File: src/rtl/nnue.sv
// NNUE evaluation engine: two per-player feature accumulators, updated one
// feature row per request, followed by a clipped-ReLU output dot product.
// Weights are fixed arithmetic functions of their indices, so nothing is loaded.
module nnue #(
    parameter int unsigned H     = 16,  // hidden neurons per accumulator (power of two)
    parameter int unsigned ACC_W = 16   // accumulator element width, signed
) (
    input  logic        clk,
    input  logic        rst_n,
    input  logic        trigger,
    input  logic        player,
    input  logic [6:0]  row,
    input  logic        add,
    output logic        finish,
    output logic [15:0] out
);

    localparam int unsigned HW = $clog2(H);
    localparam int unsigned CW = $clog2(2 * H);
    localparam int unsigned XW = ACC_W + 2;

    localparam logic [CW-1:0] HCnt  = CW'(H);
    localparam logic [CW-1:0] HLast = CW'(H - 1);
    localparam logic [CW-1:0] KLast = CW'(2 * H - 1);

    // Accumulator saturation bounds in the widened update domain.
    localparam logic signed [XW-1:0]    AccMax  = XW'((1 << (ACC_W - 1)) - 1);
    localparam logic signed [XW-1:0]    AccMin  = ~AccMax;
    localparam logic signed [ACC_W-1:0] ClipMax = ACC_W'(127);
    localparam logic signed [31:0]      OutMax  = 32'sd32767;
    localparam logic signed [31:0]      OutMin  = -32'sd32768;

    typedef enum logic [1:0] {
        StIdle,
        StUpdate,
        StEval,
        StDone
    } state_e;

    // First-layer weight: ((7f + 3h) mod 15) - 7, range -7..7.
    function automatic logic signed [4:0] w1(input logic [6:0] f, input logic [HW-1:0] h);
        int t;
        t = ((7 * int'(f) + 3 * int'(h)) % 15) - 7;
        return 5'(t);
    endfunction

    // Output-layer weight: ((5k) mod 15) - 7, range -7..3.
    function automatic logic signed [4:0] w2(input logic [CW-1:0] k);
        int t;
        t = ((5 * int'(k)) % 15) - 7;
        return 5'(t);
    endfunction

    state_e                    state_q, state_d;
    logic [CW-1:0]             idx_q, idx_d;
    logic [6:0]                row_q, row_d;
    logic                      add_q, add_d;
    logic                      player_q, player_d;
    logic signed [31:0]        sum_q, sum_d;
    logic [15:0]               out_q, out_d;
    logic                      finish_q, finish_d;
    logic                      acc_we;

    logic signed [ACC_W-1:0]   acc_q [2][H];

    logic signed [ACC_W-1:0]   upd_cur;
    logic signed [4:0]         upd_w;
    logic signed [XW-1:0]      upd_sum;
    logic signed [ACC_W-1:0]   upd_val;

    logic                      eval_sel;
    logic [HW-1:0]             eval_hid;
    logic signed [ACC_W-1:0]   eval_acc;
    logic [7:0]                eval_x;
    logic signed [31:0]        eval_prod;
    logic [15:0]               sat_out;

    // Saturating add/subtract of one W1 element into the selected accumulator element.
    always_comb begin
        upd_cur = acc_q[player_q][idx_q[HW-1:0]];
        upd_w   = w1(row_q, idx_q[HW-1:0]);
        if (add_q) begin
            upd_sum = XW'(upd_cur) + XW'(upd_w);
        end else begin
            upd_sum = XW'(upd_cur) - XW'(upd_w);
        end
        if (upd_sum > AccMax) begin
            upd_val = ACC_W'(AccMax);
        end else if (upd_sum < AccMin) begin
            upd_val = ACC_W'(AccMin);
        end else begin
            upd_val = ACC_W'(upd_sum);
        end
    end

    // One MAC operand: side to move feeds the first H inputs, the other side the rest.
    always_comb begin
        if (idx_q < HCnt) begin
            eval_sel = player_q;
            eval_hid = idx_q[HW-1:0];
        end else begin
            eval_sel = ~player_q;
            eval_hid = HW'(idx_q - HCnt);
        end
        eval_acc = acc_q[eval_sel][eval_hid];
        if (eval_acc[ACC_W-1]) begin
            eval_x = 8'd0;
        end else if (eval_acc > ClipMax) begin
            eval_x = 8'd127;
        end else begin
            eval_x = eval_acc[7:0];
        end
        eval_prod = $signed({24'd0, eval_x}) * 32'(w2(idx_q));
    end

    // Final score saturation to 16 bits.
    always_comb begin
        if (sum_q > OutMax) begin
            sat_out = 16'h7fff;
        end else if (sum_q < OutMin) begin
            sat_out = 16'h8000;
        end else begin
            sat_out = sum_q[15:0];
        end
    end

    // Next-state logic: IDLE -> UPDATE (H) -> EVAL (2H) -> DONE -> IDLE.
    always_comb begin
        state_d  = state_q;
        idx_d    = idx_q;
        row_d    = row_q;
        add_d    = add_q;
        player_d = player_q;
        sum_d    = sum_q;
        out_d    = out_q;
        finish_d = 1'b0;
        acc_we   = 1'b0;
        unique case (state_q)
            StIdle: begin
                if (trigger) begin
                    row_d    = row;
                    add_d    = add;
                    player_d = player;
                    idx_d    = '0;
                    sum_d    = '0;
                    state_d  = StUpdate;
                end
            end
            StUpdate: begin
                acc_we = 1'b1;
                if (idx_q == HLast) begin
                    idx_d   = '0;
                    state_d = StEval;
                end else begin
                    idx_d = idx_q + CW'(1);
                end
            end
            StEval: begin
                sum_d = sum_q + eval_prod;
                if (idx_q == KLast) begin
                    idx_d   = '0;
                    state_d = StDone;
                end else begin
                    idx_d = idx_q + CW'(1);
                end
            end
            StDone: begin
                out_d    = sat_out;
                finish_d = 1'b1;
                state_d  = StIdle;
            end
            default: state_d = StIdle;
        endcase
    end

    // Control and result registers.
    always_ff @(posedge clk) begin
        if (!rst_n) begin
            state_q  <= StIdle;
            idx_q    <= '0;
            row_q    <= '0;
            add_q    <= 1'b0;
            player_q <= 1'b0;
            sum_q    <= '0;
            out_q    <= '0;
            finish_q <= 1'b0;
        end else begin
            state_q  <= state_d;
            idx_q    <= idx_d;
            row_q    <= row_d;
            add_q    <= add_d;
            player_q <= player_d;
            sum_q    <= sum_d;
            out_q    <= out_d;
            finish_q <= finish_d;
        end
    end

    // Accumulator storage: one element written per UPDATE cycle.
    always_ff @(posedge clk) begin
        if (!rst_n) begin
            for (int p = 0; p < 2; p++) begin
                for (int unsigned h = 0; h < H; h++) begin
                    acc_q[p][h] <= '0;
                end
            end
        end else if (acc_we) begin
            acc_q[player_q][idx_q[HW-1:0]] <= upd_val;
        end
    end

    assign finish = finish_q;
    assign out    = out_q;

endmodule

File: config.mk
export PLATFORM = sky130hd
export DESIGN_NAME = nnue
export DESIGN_NICKNAME = d
export VERILOG_FILES = /design/src/rtl/nnue.sv
export SDC_FILE = /design/constraint.sdc
export NUM_CORES = 1
export LEC_CHECK = 0
export ABC_AREA = 1
export BUFFER_PORTS_ARGS = -buffer_cell sky130_fd_sc_hd__buf_2
export CORE_MARGIN = 8
export CORE_UTILIZATION = 25
export CTS_BUF_LIST = sky130_fd_sc_hd__clkbuf_8
export CTS_CLUSTER_SIZE = 12
export DETAILED_ROUTE_END_ITERATION = 16
export PLACE_DENSITY = 0.49
export SYNTH_ARGS = -nofsm -noshare
export SYNTH_HDL_FRONTEND = slang
export SYNTH_SLANG_ARGS = --single-unit
File: constraint.sdc
create_clock -name clk -period 36.6 [get_ports clk]
set_input_delay 1.83 -clock clk [delete_from_list [all_inputs] [get_ports clk]]
set_output_delay 1.83 -clock clk [all_outputs]
set_load 0.005 [all_outputs]
==> impl_metrics.csv, run 1 <==
group,metric,value,unit
outcome,outcome,"completed",
cts,numCtsBuffers,95,
worst_setup_path,path_class,"flip-flop to flip-flop",
logic_synthesis,synth_edf_count,512,
placement,dp_slack,23.37,ns
logic_synthesis,async_reset_ff_frac,0,
logic_synthesis,netlist_area,35500,um^2
min_path,hold_class,"flip-flop to flip-flop",
grt,grt.total_usage,0.150,
die,die_w,393,um
timing,clock_skew,0.0325,ns
die,io_pins,29,
timing,finalSetupTns,0,ns
flow_run,drv_cap,0,
detailed_routing,vias,29433,
detailed_routing,viasPerCell,5.08,
timing,min_period,13.21,ns
worst_setup_path,startpoint_type,"flip-flop",
logic_synthesis,avgSynthCellArea,9.07,um^2
logic_synthesis,synth_top_area_share,0.433,
timing,rsz0062_at_grt,"no",
worst_setup_path,critical_path_required,36.89,ns
worst_setup_path,cpMaxStageDelayCell,"nand2_1",
timing,slew_viol_final,0,
cts,postCtsSetupBuffers,0,
detailed_routing,routed_wl,119000,um
cells_and_area,final_cell_mix,"518 x nand2_1, 512 x edfxtp_1, 481 x a21oi_1",
worst_setup_path,critical_path.endpoint_type,"flip-flop",
logic_synthesis,synth_area_leaders,"edfxtp_1 43%, a21oi_1 6.8%, ha_1 6.0%",
cts,cts-root-buf,"clkbuf_8",
timing,fmax,75.7,MHz
worst_setup_path,crit_top_cell,"nand2_1",
cts,cts_tree,"yes",
logic_synthesis,synth_top_area_cell,"edfxtp_1",
die,die_area,154000,um^2
worst_setup_path,cp-startpoint,"idx_q[3]",
worst_setup_path,cp.arrival,13.50,ns
min_path,worstHoldPathCells,2,
grt,grt_overflow,0,
logic_synthesis,ys_warn_count,0,
detailed_routing,wire_per_inst,20.6,um
logic_synthesis,ys_seq_elements,578,
timing,max-slew-margin-rel,0.153,
detailed_routing,drtIter0Drc,2617,
cells_and_area,fill_cells,15158,
cts,clock_path_buffers,3,
grt,grt_pass1_vias,28081,
detailed_routing,antenna_left,0,
grt,antenna_found_initial,2,
worst_setup_path,r2r-start,"idx_q[3]",
min_path,min_from,"out[6]",
cts,clk_latency,0.77,ns
die,core-area,141000,um^2
cts,post_cts_resized,0,
grt,grt_pass1_wl,179000,um
timing,setup_viol,0,
detailed_routing,drc_errors,0,
cells_and_area,final_common_cell,"nand2_1",
detailed_routing,drt-pass1-iter-count,7,
cts,clock-sinks,578,
placement,place_hpwl,75600,um
logic_synthesis,ys.flop_type,"edfxtp_1",
cts,htreeDepth,3,
cts,cts_hold_buf,0,
logic_synthesis,yosysSeqAreaShare,0.471,
cells_and_area,drive_above_1_share,0.104,
logic_synthesis,netlist_instances,3913,
grt,grt_max_degree,190,
cells_and_area,num-nets-final,4058,
worst_setup_path,critPathMaxFanout,40,
worst_setup_path,cp_slowest_stage_delay,0.65,ns
die,start_util,0.251,
timing,period_share,0.361,
die,row_count,138,
timing,fin_ws,23.39,ns
die,dieHeight,393,um
timing,hold_viol,0,
logic_synthesis,synth_cell_types,66,
worst_setup_path,reg2regPathDepth,75,
cells_and_area,syn2layout_area_growth,10.2,%
placement,port_buffers,28,
placement,routabilityCongestion,0.839,
timing,worst_pin_slew,1.27,ns
cts,path_clk_slew,0.06,ns
-- synth_stat cells, types with 6 or more instances --
cell type	n
inv_1	401
o211ai_1	77
a211oi_1	63
nand2_2	25
inv_2	14
xor2_1	28
nand3_1	180
or2_2	6
o21bai_1	10
dfxtp_1	66
nor4_1	11
nand3_4	12
nand4_1	26
edfxtp_1	512
o2111ai_1	8
a31oi_1	54
a32o_1	8
clkbuf_1	194
o22ai_1	27
o311ai_0	15
buf_6	22
nor2_2	6
a21oi_2	105
o31ai_1	17
buf_1	29
nand3_2	7
o21ai_1	8
xnor2_1	8
ha_1	169
nand2_1	519
o41ai_1	24
buf_2	7
clkinv_1	9
o21ai_0	328
fa_1	44
a21oi_1	481
nor2_1	271
nor3_1	59
-- path summary, 6_finish.rpt --
path         slack (ns)            to
min                0.46        out[6]
max reg2reg       23.39  acc_q[1][57]
max               23.39  acc_q[1][57]
min reg2reg        0.46        out[6]
-- per-stage QoR --
step                      hold WS, ns  area, um^2  cells   util
final                           0.463       39100   5796  0.277
after global routing            0.476       39100   5795  0.277
after CTS                       0.463       39100   5794  0.277
after detailed placement        0.454       37300   5626  0.264
after global placement          0.451       37300   5626  0.264
after floorplan                 0.451       35500   3915      -
-- layer usage --
| metal | track usage | vias up | share of wire |
|---|---|---|---|
| li1 | - | 13740 | - |
| met1 | 0.213 | 14415 | 0.47 |
| met2 | 0.235 | 1072 | 0.44 |
| met3 | 0.0221 | 206 | 0.064 |
| met4 | 0.0453 | 0 | 0.028 |
| met5 | 0 | - | 0 |
-- registers in the layout (all words and copies together), names as in the netlist, named ones only --
register	count
add_q	1
row_q	7
finish	1
player_q	1
out	16
idx_q	5
state_q	2
acc_q	512
sum_q	32
-- kinds of logic (layout without fill, tap and decap cells) --
family                     after synthesis  after routing  synth area share
adders and majority gates              213            213            0.0844
AOI/OAI and AO/OA                     1262           1262             0.214
buffers and inverters                  684            673            0.0790
DFF                                    578            578             0.471
other                                    2              6          0.000212
and+or+nand+nor                       1138           1138             0.143
xor gates and xnor gates                36             36           0.00889
-- area by class of cell --
| cell class | instances | area, um^2 | share of cell area |
|---|---|---|---|
| Clock inverter | 70 | 443 | 0.0113 |
| Clock buffer | 98 | 1350 | 0.0345 |
| Antenna cell | 2 | 5.00 | 0.000128 |
| Tap cell | 1890 | 2360 | 0.0605 |
| Multi-Input combinational cell | 2653 | 16000 | 0.410 |
| Inverter | 424 | 1610 | 0.0412 |
| Sequential cell | 578 | 16700 | 0.427 |
| Timing Repair Buffer | 81 | 588 | 0.0150 |
-- worst max-delay path: cells and delay by family, from the launching register on --
kind	cells	cell delay [ns]
fa+ha+maj	8	2.78
simple gates	38	5.01
xor+xnor	2	0.37
flops	1	0.33
buf+inv	11	1.73
compound gates	16	2.45
Power of run 1 is not shown: default switching activity piles up to over one toggle a cycle in this logic, so the estimate is an artifact.
==> run 2, diff against run 1 <==
ABC_AREA = 0   (was 1)
clock period = 13.7 ns   (was 36.6 ns; I/O delays follow)
==> run 2 against run 1 <==
Effect of this change:
- fmax grew 3.2%
- core utilization grew 1.1 points
- sequential share of layout area shrank 0.57 points
==> impl_metrics.csv, run 2 <==
group,metric,value,unit
outcome,outcome,"completed",
worst_setup_path,critPathMaxFanout,14,
worst_setup_path,cp.arrival,13.25,ns
worst_setup_path,critical_path.endpoint_type,"flip-flop",
worst_setup_path,crit_top_cell,"inv_1",
logic_synthesis,synth_edf_count,512,
worst_setup_path,cp_slowest_stage_delay,0.53,ns
cells_and_area,num-nets-final,3021,
cells_and_area,multi_input_area,17100,um^2
cts,cts_tree,"yes",
worst_setup_path,critical_path_required,14.14,ns
logic_synthesis,yosysMostFrequentCell,"edfxtp_1",
cts,numCtsBuffers,99,
timing,slew_viol_final,0,
grt,antenna_found_initial,4,
timing,min_period,12.81,ns
timing,hold_slack,0.187,ns
cts,cts_hold_buf,0,
detailed_routing,routed_wl,105000,um
logic_synthesis,synth_top_area_share,0.444,
cts,clk_latency,0.76,ns
cts,clock_path_buffers,3,
worst_setup_path,startpoint_type,"flip-flop",
worst_setup_path,path_class,"flip-flop to flip-flop",
logic_synthesis,synth_area_leaders,"edfxtp_1 44%, mux4_2 16%, ha_1 6.1%",
die,die_area,151000,um^2
cts,cts-root-buf,"clkbuf_8",
logic_synthesis,netlist_instances,2684,
timing,hold_viol,0,
grt,grt_max_degree,62,
min_path,hold_class,"primary input to flip-flop",
logic_synthesis,ys_warn_count,0,
cells_and_area,drive_above_1_share,0.253,
die,dieHeight,388,um
placement,port_buffers,28,
logic_synthesis,synth_cell_types,108,
die,io_pins,29,
worst_setup_path,r2r_slack,0.89,ns
grt,grt_pass1_wl,155000,um
logic_synthesis,synth_common_cells,"512 x edfxtp_1, 239 x mux4_2, 229 x nor2_1, 192 x nand2_1, 169 x ha_1",
cells_and_area,final_cell_mix,"512 x edfxtp_1, 239 x mux4_2, 223 x nor2_1",
logic_synthesis,async_reset_ff_frac,0,
logic_synthesis,ys.flop_type,"edfxtp_1",
placement,routabilityCongestion,0.846,
worst_setup_path,cpMaxStageDelayCell,"fa_1",
cts,htreeDepth,3,
worst_setup_path,cp_top_family,"compound AO/OA/AOI/OAI gates",
timing,setup_viol,0,
die,start_util,0.252,
timing,fmax,78.1,MHz
die,die_w,388,um
detailed_routing,wire_per_inst,22.5,um
timing,worst_pin_slew,1.18,ns
logic_synthesis,synth_top_area_cell,"edfxtp_1",
detailed_routing,drt-pass1-iter-count,6,
detailed_routing,antenna_left,0,
detailed_routing,drtIter0Drc,2164,
timing,max-slew-margin-rel,0.210,
cells_and_area,syn2layout_area_growth,14.4,%
timing,period_share,0.935,
cells_and_area,final_common_cell,"edfxtp_1",
cells_and_area,fill_cells,14000,
cells_and_area,seqCellArea,16700,um^2
grt,grt_overflow,0,
die,core-area,137000,um^2
die,row_count,136,
timing,clock_skew,0.0519,ns
detailed_routing,drc_errors,0,
flow_run,drv_cap,0,
logic_synthesis,yosysSeqAreaShare,0.482,
grt,grt.total_usage,0.134,
cts,path_clk_slew,0.06,ns
logic_synthesis,netlist_area,34600,um^2
cells_and_area,largest_register_ffs,512,
detailed_routing,vias,23407,
worst_setup_path,cp.buffers_inverters,10,
placement,place_hpwl,70100,um
detailed_routing,viasPerCell,5.02,
cells_and_area,regMostFlops,"acc_q",
grt,grt_pass1_vias,23426,
cts,clock-sinks,578,
logic_synthesis,avgSynthCellArea,12.9,um^2
logic_synthesis,ys_seq_elements,578,
run 2: cell count changes after synthesis, moves of 47 or more:
cell and delta:
a211oi_1 -53, a21oi_1 -390, a21oi_2 -102, clkbuf_1 -100, inv_1 -283, mux4_2 +239
nand2_1 -327, nand3_1 -129, nor2_2 +85, nor2b_1 +47, o211ai_1 -70, o21ai_0 -229
run 2: kinds of logic after synthesis:
family                     share of synthesized area
adders and majority gates                     0.0865
xor gates and xnor gates                      0.0187
DFF                                            0.482
and+or+nand+nor                                0.120
AOI/OAI and AO/OA                             0.0948
muxes                                          0.162
buffers and inverters                         0.0350
other                                       0.000217
run 2: cell type report:
cell class,instances,share of cell area
inverter,121,0.0115
sequential,578,0.422
clock inverter,73,0.0119
timing repair buffer,162,0.0321
antenna,2,0.000126
tap,1794,0.0566
multi-input combinational,1834,0.431
clock buffer,101,0.0351
run 2: what timing repair did:
item                       CTS  global route
setup buffers                6            38
gates resized for setup      5            39
setup endpoints to repair  113           516
pin swaps                    3            10
cloned                       0             1
run 2: final timing paths:
| kind | endpoint | cells after the start | start |
|---|---|---|---|
| setup reg to reg | acc_q[0][102] | 57 | row_q[1] |
| setup / recovery | acc_q[0][102] | 57 | row_q[1] |
| hold reg to reg | out[3] | 2 | out[3] |
| hold / removal | row_q[4] | 3 | row[4] |
run 2: tightest hold or removal path: stages:
cell,delay (ns)
buf_2,0.10
nand2_1,0.04
a21boi_0,0.06
run 2: metal layers:
| metal | vias up | wire, um | global-route usage |
|---|---|---|---|
| met4 | 0 | 2220 | 0.0344 |
| met1 | 11933 | 45700 | 0.182 |
| met3 | 162 | 6390 | 0.0178 |
| li1 | 10516 | - | - |
| met5 | - | 0 | 0 |
| met2 | 796 | 50700 | 0.227 |
run 2: stage by stage:
step                worst slack, ns  setup TNS [ns]  std cells   util  cell area, um^2
finish                        0.893               0       4665  0.288            39600
global route                 -0.117          -16.76       4664  0.288            39600
CTS                         0.00366               0       4624  0.284            39100
detailed placement           -0.147           -3.19       4444  0.270            37200
global placement              0.112               0       4444  0.270            37200
floorplan                     0.284               0       2686      -            34600
Power of run 2 is left out for the same reason.
